<file path="config.mk">
export PLATFORM = sky130hd
export DESIGN_NAME = mdu_hilo
export DESIGN_NICKNAME = d
export VERILOG_FILES = /design/src/rtl/mdu_hilo.sv
export SDC_FILE = /design/constraint.sdc
export NUM_CORES = 1
export LEC_CHECK = 0
export ABC_AREA = 0
export CORE_MARGIN = 2
export CORE_UTILIZATION = 50
export CTS_CLUSTER_SIZE = 8
export DETAILED_ROUTE_END_ITERATION = 7
export GPL_TIMING_DRIVEN = 0
export HOLD_SLACK_MARGIN = 0.1
export PLACE_DENSITY = 0.8
export SETUP_SLACK_MARGIN = 0.02
export SYNTH_ARGS = -nofsm -noshare
export SYNTH_HDL_FRONTEND = slang
export SYNTH_SLANG_ARGS = --single-unit
</file>
<file path="constraint.sdc">
create_clock -name clk -period 3.2 [get_ports clk]
set_clock_uncertainty 0.1 [all_clocks]
set_input_delay 0.32 -clock clk [delete_from_list [all_inputs] [get_ports clk]]
set_output_delay 0.32 -clock clk [all_outputs]
set_load 0.02 [all_outputs]
</file>
<file path="src/rtl/mdu_hilo.sv">
// Iterative multiply/divide unit owning the HI/LO pair: one shift-add or
// restoring shift-subtract step per cycle, with sign fix-up on the final cycle.
module mdu_hilo #(
    parameter int unsigned WIDTH = 32
) (
    input  logic             clk,
    input  logic             rst,
    input  logic             start,
    input  logic [2:0]       op,
    input  logic [WIDTH-1:0] a,
    input  logic [WIDTH-1:0] b,
    output logic             busy,
    output logic             done,
    output logic [WIDTH-1:0] hi,
    output logic [WIDTH-1:0] lo
);

    localparam int unsigned CW = (WIDTH > 1) ? $clog2(WIDTH) : 1;

    typedef enum logic [1:0] {IDLE, CALC, FIX} state_t;

    state_t             state, state_next;
    logic [CW-1:0]      cnt;
    logic [2*WIDTH-1:0] acc;
    logic [WIDTH-1:0]   mag_b;
    logic               is_div, neg_a, neg_b, b_zero;

    logic               issue, signed_op;
    logic [WIDTH-1:0]   abs_a, abs_b;
    logic [WIDTH:0]     mul_sum, div_shift, div_diff;
    logic [2*WIDTH-1:0] acc_step;
    logic [WIDTH-1:0]   quo, rem, res_hi, res_lo;

    assign issue     = start && (state == IDLE) && (op <= 3'd3);
    assign signed_op = ~op[0];
    assign abs_a     = (signed_op && a[WIDTH-1]) ? -a : a;
    assign abs_b     = (signed_op && b[WIDTH-1]) ? -b : b;
    assign busy      = (state != IDLE);

    always_comb begin
        state_next = state;
        case (state)
            IDLE:    if (issue) state_next = CALC;
            CALC:    if (cnt == CW'(WIDTH - 1)) state_next = FIX;
            FIX:     state_next = IDLE;
            default: state_next = IDLE;
        endcase
    end

    always_ff @(posedge clk) begin
        if (rst) state <= IDLE;
        else     state <= state_next;
    end

    // acc holds {partial product, multiplier} for multiply and {remainder, quotient} for divide.
    always_comb begin
        mul_sum   = {1'b0, acc[2*WIDTH-1:WIDTH]} + (acc[0] ? {1'b0, mag_b} : '0);
        div_shift = acc[2*WIDTH-1:WIDTH-1];
        div_diff  = div_shift - {1'b0, mag_b};
        if (!is_div)
            acc_step = {mul_sum, acc[WIDTH-1:1]};
        else if (div_diff[WIDTH])
            acc_step = {div_shift[WIDTH-1:0], acc[WIDTH-2:0], 1'b0};
        else
            acc_step = {div_diff[WIDTH-1:0], acc[WIDTH-2:0], 1'b1};
    end

    always_comb begin
        quo = acc[WIDTH-1:0];
        rem = acc[2*WIDTH-1:WIDTH];
        if (!is_div) begin
            {res_hi, res_lo} = (neg_a ^ neg_b) ? -acc : acc;
        end else begin
            // Divide by zero leaves |a| in the remainder, so re-signing it restores a.
            res_hi = neg_a ? -rem : rem;
            if (b_zero)
                res_lo = '1;
            else
                res_lo = (neg_a ^ neg_b) ? -quo : quo;
        end
    end

    always_ff @(posedge clk) begin
        if (rst) begin
            hi     <= '0;
            lo     <= '0;
            done   <= 1'b0;
            cnt    <= '0;
            acc    <= '0;
            mag_b  <= '0;
            is_div <= 1'b0;
            neg_a  <= 1'b0;
            neg_b  <= 1'b0;
            b_zero <= 1'b0;
        end else begin
            done <= (state == FIX);
            case (state)
                IDLE: begin
                    if (issue) begin
                        acc    <= {{WIDTH{1'b0}}, abs_a};
                        mag_b  <= abs_b;
                        is_div <= op[1];
                        neg_a  <= signed_op && a[WIDTH-1];
                        neg_b  <= signed_op && b[WIDTH-1];
                        b_zero <= (b == '0);
                        cnt    <= '0;
                    end else if (start && op == 3'd4) begin
                        hi <= a;
                    end else if (start && op == 3'd5) begin
                        lo <= a;
                    end
                end
                CALC: begin
                    acc <= acc_step;
                    cnt <= cnt + 1'b1;
                end
                FIX: begin
                    hi <= res_hi;
                    lo <= res_lo;
                end
                default: ;
            endcase
        end
    end

endmodule
</file>
# Word-level counts from Yosys, hierarchy flattened
# Cells that the tools add are included.
# word_totals
wordCells,74
mem_count,0
latch_bits,0
rom_bits,0
mem_bits_rw,0
regBits,172
# op_classes
mul,0
mux,25
shifts,0
n_eq_ne,11
div_mod_pow,0
n_bitwise,2
n_lt_le_gt_ge,1
reduce_logical,16
n_addsub,8
# op_table
cell,n
32-bit 2-to-1 mux,13
64-bit 2-to-1 mux,4
32-bit negation,4
32-bit case mux with 2 select lines,2
64-bit case mux with 2 select lines,1
64-bit negation,1
32-bit by 32-bit adder with 33-bit output,1
33-bit by 32-bit subtractor with 33-bit output,1
32-bit zero test,1
5-bit case mux with 2 select lines,1
"2-bit inequality test, second input constant",4
"3-bit == test, second input constant",2
1-bit logical AND,6
2-bit AND reduction,3
2-bit nonzero test,3
"5-bit by 1-bit adder with 5-bit output, second input constant",1
"5-bit == test, second input constant",1
5-bit 2-to-1 mux,1
2-bit 2-to-1 mux,2
"2-bit by 1-bit inequality test with 1-bit output, second input constant",2
2-bit case mux with 2 select lines,1
4-bit AND reduction,1
"3-bit by 2-bit <= comparator with 1-bit output, second input constant",1
3-bit AND reduction,1
other kinds (5),5

# Depth between registers and ports, before layout
# logic_depth
ltp_word,6
depth_mapped,15
mapped_depth_nobuf,13

# Worst setup path before layout
# Ideal clock, no wire load.
# synth_timing
path_kind,register -> register
startpoint,register acc[0]
endpoint,register acc[60]
path_buffers,2
stages_incl_launch_ff,15
period_less_slack_ns,3.483
t_arrival_ns,3.255
setup_time_ns,0.128
slack_ns,-0.283
cell_sequence,dfxtp_1 bufbuf_16 inv_1 clkbuf_1 nor2_1 ha_1 a21oi_1 nand2_1 a211o_1 a31oi_1 o31a_1 o21ai_1 a2111oi_0 mux2i_1 nand4_1
# synth_via
elab_chain_cells,4
# synth_lines
item,line,source
start: declaration,24,logic [2*WIDTH-1:0] acc;
start signal: assignment,100,"acc <= {{WIDTH{1'b0}}, abs_a};"
start signal: assignment,114,acc <= acc_step;
32-bit 2-to-1 mux,57,"mul_sum = {1'b0, acc[2*WIDTH-1:WIDTH]} + (acc[0] ? {1'b0, mag_b} : '0);"
32-bit by 32-bit adder with 33-bit output,57,
64-bit 2-to-1 mux,60,if (!is_div)
64-bit case mux with 2 select lines,97,case (state)
# Every way passes these cells.
# A chain may end at the register's enable or synchronous reset.

# Worst setup path in the final report
# layout_timing
startpoint,register acc[0]
endpoint,register acc[62]
# The elaborated chain is that of the path after synthesis.

==> flow_summary_export.csv <==
group,metric,value,unit
finish,num_antenna_cells,0,
timing,fin_crit_sh,108,%
synthesis,synth.distinct_cells,90,
placement,post-place-ws,-1.16,ns
synthesis,syn_inst,1839,
power,combPwrFrac,31.2,%
timing,setup_slack,-0.248,ns
timing,min_period,3.45,ns
cts,clockBufferDepth,2,
global_routing,grt_usage,37.5,%
global_routing,grt_start_max_net_pins,17,
cts,cts_tree,"done",
route,vias,15900,
hold_path,hold_path.class,"input port to register",
power,p_clk_share,33.9,%
synthesis,synth.avg_cell_area,7.60,sq um
power,irDropWorstVdd,0.000360,V
power,powerDensity,369,mW/mm^2
worst_setup_path,cp-start-kind,"register",
power,p_leak,0.00679,uW
route,vias_per_cell,6.50,
timing,drv_slew,0,
global_routing,grt.met3_usage,7.23,%
synthesis,ys_ff_latch,172,
worst_setup_path,end_kind,"register",
cts,path_clk_slew,0.08,ns
cts,clockRootBuffer,"clkbuf_16",
synthesis,synth-async-reset-ratio,0,%
finish,fill_cells,2359,
worst_setup_path,crit_type,"register to register",
timing,hold_viol,0,
power,p_switching,2370,uW
die,num_io_pins,136,
synthesis,synth.cell_area,0.0140,sq mm
cts,htree_levels,4,
timing,setup_tns,-1.53,ns
hold_path,hp-start,"a[6]",
finish,fin_cells,2452,
worst_setup_path,crit_start,"acc[0]$_SDFFE_PP0P_",
worst_setup_path,r2r_start,"acc[0]$_SDFFE_PP0P_",
synthesis,synthTopCellsByCount,"227 x nor2_1, 180 x a21oi_1, 172 x dfxtp_1",
cts,clkLatencyLatePin,0.46,ns
placement,dp_hpwl,42100,um
hold_path,hold_path_depth,3,
status,status,"finished, violations left",
route,drc,0,
route,wl_per_cell,23.5,um
global_routing,grt_first_pass_wirelength,83500,um
synthesis,ys.warnings.count,0,
route,antenna_left,0,
worst_setup_path,worstRegToRegCells,16,
cts,cts_buffers,17,
job,cap_violations,0,
finish,area_delta_synth_final,29.8,%
timing,rsz0062_at_grt,"true",
worst_setup_path,regToRegSetupSlack,-0.25,ns
die,row_count,61,
placement,gp_congestion,1.01,
worst_setup_path,r2r-end,"acc[62]$_SDFFE_PP0P_",
route,drtIter0Drc,1825,
die,initial_core_util,50.6,%
timing,final-setup-viol-count,14,
synthesis,synthTopCellsByArea,"dfxtp_1 25%, a21oi_1 6.4%, ha_1 6.3%",
finish,layout.nets,2203,
cts,cts.sinks,172,
synthesis,synth-main-ff-cell,"dfxtp_1",
synthesis,synth_top_cell_area_share,24.6,%
synthesis,yosys.area.top_type,"dfxtp_1",
die,die_w,171,um
global_routing,grt_pass1_vias,14700,
power,seq_power_share,35.0,%
power,netSwitchingFraction,35.4,%
finish,finish.instance_area,0.0182,sq mm
die,fp.coreArea,0.0276,sq mm
global_routing,antenna_found_initial,0,
hold_path,hold_end,"hi[6]$_SDFFE_PP0P_",
timing,worstMarginPinSlew,1.03,ns
finish,drive_gt1_share,16.2,%
worst_setup_path,critPathMaxFanout,7,
placement,place_inst,2349,
route,firstDrtPassIters,5,
global_routing,grt_overflow,0,
status,violations,"negative setup slack",
worst_setup_path,arrival,3.72,ns
placement,placed_area,0.0158,sq mm
route,wl,57600,um
timing,max_freq,0.290,GHz
synthesis,synth_edf_count,0,
die,die_area,0.0293,sq mm
timing,max_slew_margin,31.4,%
synthesis,synth.net_count,1981,
global_routing,use_met2,62.2,%
worst_setup_path,cp_data_required_time,3.47,ns
global_routing,grtUsageMet1,44.1,%
power,internal_power,4330,uW
synthesis,synth_most_common_cell,"nor2_1",
synthesis,yosysSeqAreaShare,24.6,%
die,die_h,171,um
global_routing,top_usage_layer,"met2",
placement,port-buffer-count,132,
## critical path, stage by stage, from the launching register on
cell,delay (ns)
dfxtp_2,0.33
clkbuf_16,0.14
clkinvlp_4,0.23
buf_8,0.24
nor2_4,0.12
ha_4,0.23
a21oi_4,0.17
nand2_2,0.06
a211o_1,0.34
a31oi_4,0.24
o31a_1,0.29
buf_6,0.15
buf_6,0.10
o21ba_4,0.14
xnor2_2,0.11
o21ai_2,0.09
o31ai_1,0.26
## layout make-up
class,instances,area (sq um),area share (%)
inverters,68,262,1.44
flip-flops and latches,172,3480,19.2
clock inverters,15,184,1.01
multi-input cells,1477,10600,58.5
clock buffers,17,425,2.34
well taps,378,473,2.61
repair buffers,209,2020,11.1
plain buffers,116,683,3.76
## what timing repair did
action	4_1_cts	5_1_grt
pin swaps	48	76
hold buffers	1	0
hold endpoints to repair	1	0
setup buffers	42	30
setup endpoints to repair	116	67
resized for setup	150	143
gates cloned	4	2
## per-layer routing
metal  vias up  routed length, um
li1       7209                  -
met1      7459              21600
met2      1004              26200
met3       276               5450
met4         0               4330
met5         -                  0
## power by group through the flow
stage,registers (uW),clock network [uW],logic [uW]
after floorplan,2380,0,1100
after global routing,2350,2320,2200
after detailed placement,2380,0,1680
after global placement,2380,0,1660
after CTS,2340,2240,1900
final,2340,2270,2090
## how the worst max path moves through the flow
| stage | end | slack, ns |
|---|---|---|
| 2_1_floorplan | acc[56]$_SDFFE_PP0P_ | 0.03 |
| 3_3_place_gp | acc[59]$_SDFFE_PP0P_ | -1.15 |
| 3_5_place_dp | acc[59]$_SDFFE_PP0P_ | -1.16 |
| 4_1_cts | acc[56]$_SDFFE_PP0P_ | -0.12 |
| 5_1_grt | acc[56]$_SDFFE_PP0P_ | -0.25 |
| 6_report | acc[62]$_SDFFE_PP0P_ | -0.25 |
## cell families (layout without fill, tap and decap cells)
| logic type | count (synthesis) | count (layout) | synth area share, % |
|---|---|---|---|
| compound gates | 625 | 625 | 29.7 |
| simple gates | 581 | 581 | 20.1 |
| buf+inv | 190 | 425 | 6.14 |
| flops | 172 | 172 | 24.6 |
| xor+xnor | 156 | 156 | 9.77 |
| fa+ha+maj | 72 | 72 | 6.55 |
| mux | 43 | 43 | 3.10 |
## registers in the layout (all words and copies together), names as in the netlist
name / flops
mag_b: 32
neg_a: 1
done: 1
b_zero: 1
acc: 64
state: 2
hi: 32
is_div: 1
neg_b: 1
cnt: 5
lo: 32
## metrics by stage
stage / power [uW] / util, % / hold WS [ns]
5_1_grt: 6870 / 65.7 / 0.265
6_report: 6700 / 65.7 / 0.263
4_1_cts: 6480 / 62.9 / 0.297
3_3_place_gp: 4040 / 57.2 / 0.337
3_5_place_dp: 4070 / 57.2 / 0.344
2_1_floorplan: 3470 / - / 0.332
## cells in the final DEF, fill, tap and decap left out, types with 18 or more instances in the layout
cell type	n
nand3_1	21
clkdlybuf4s50_1	129
a211oi_1	71
nor3_1	35
clkbuf_16	20
ha_1	48
xnor2_1	78
buf_4	64
a21oi_1	160
nor2_1	213
inv_1	62
clkbuf_1	78
nand2_1	144
dfxtp_1	152
o221ai_1	30
o21ai_1	18
o21ai_0	95
mux2i_1	40
xor2_1	76
or3_1	29
a21o_1	31
(Power assumes the default switching activity.)
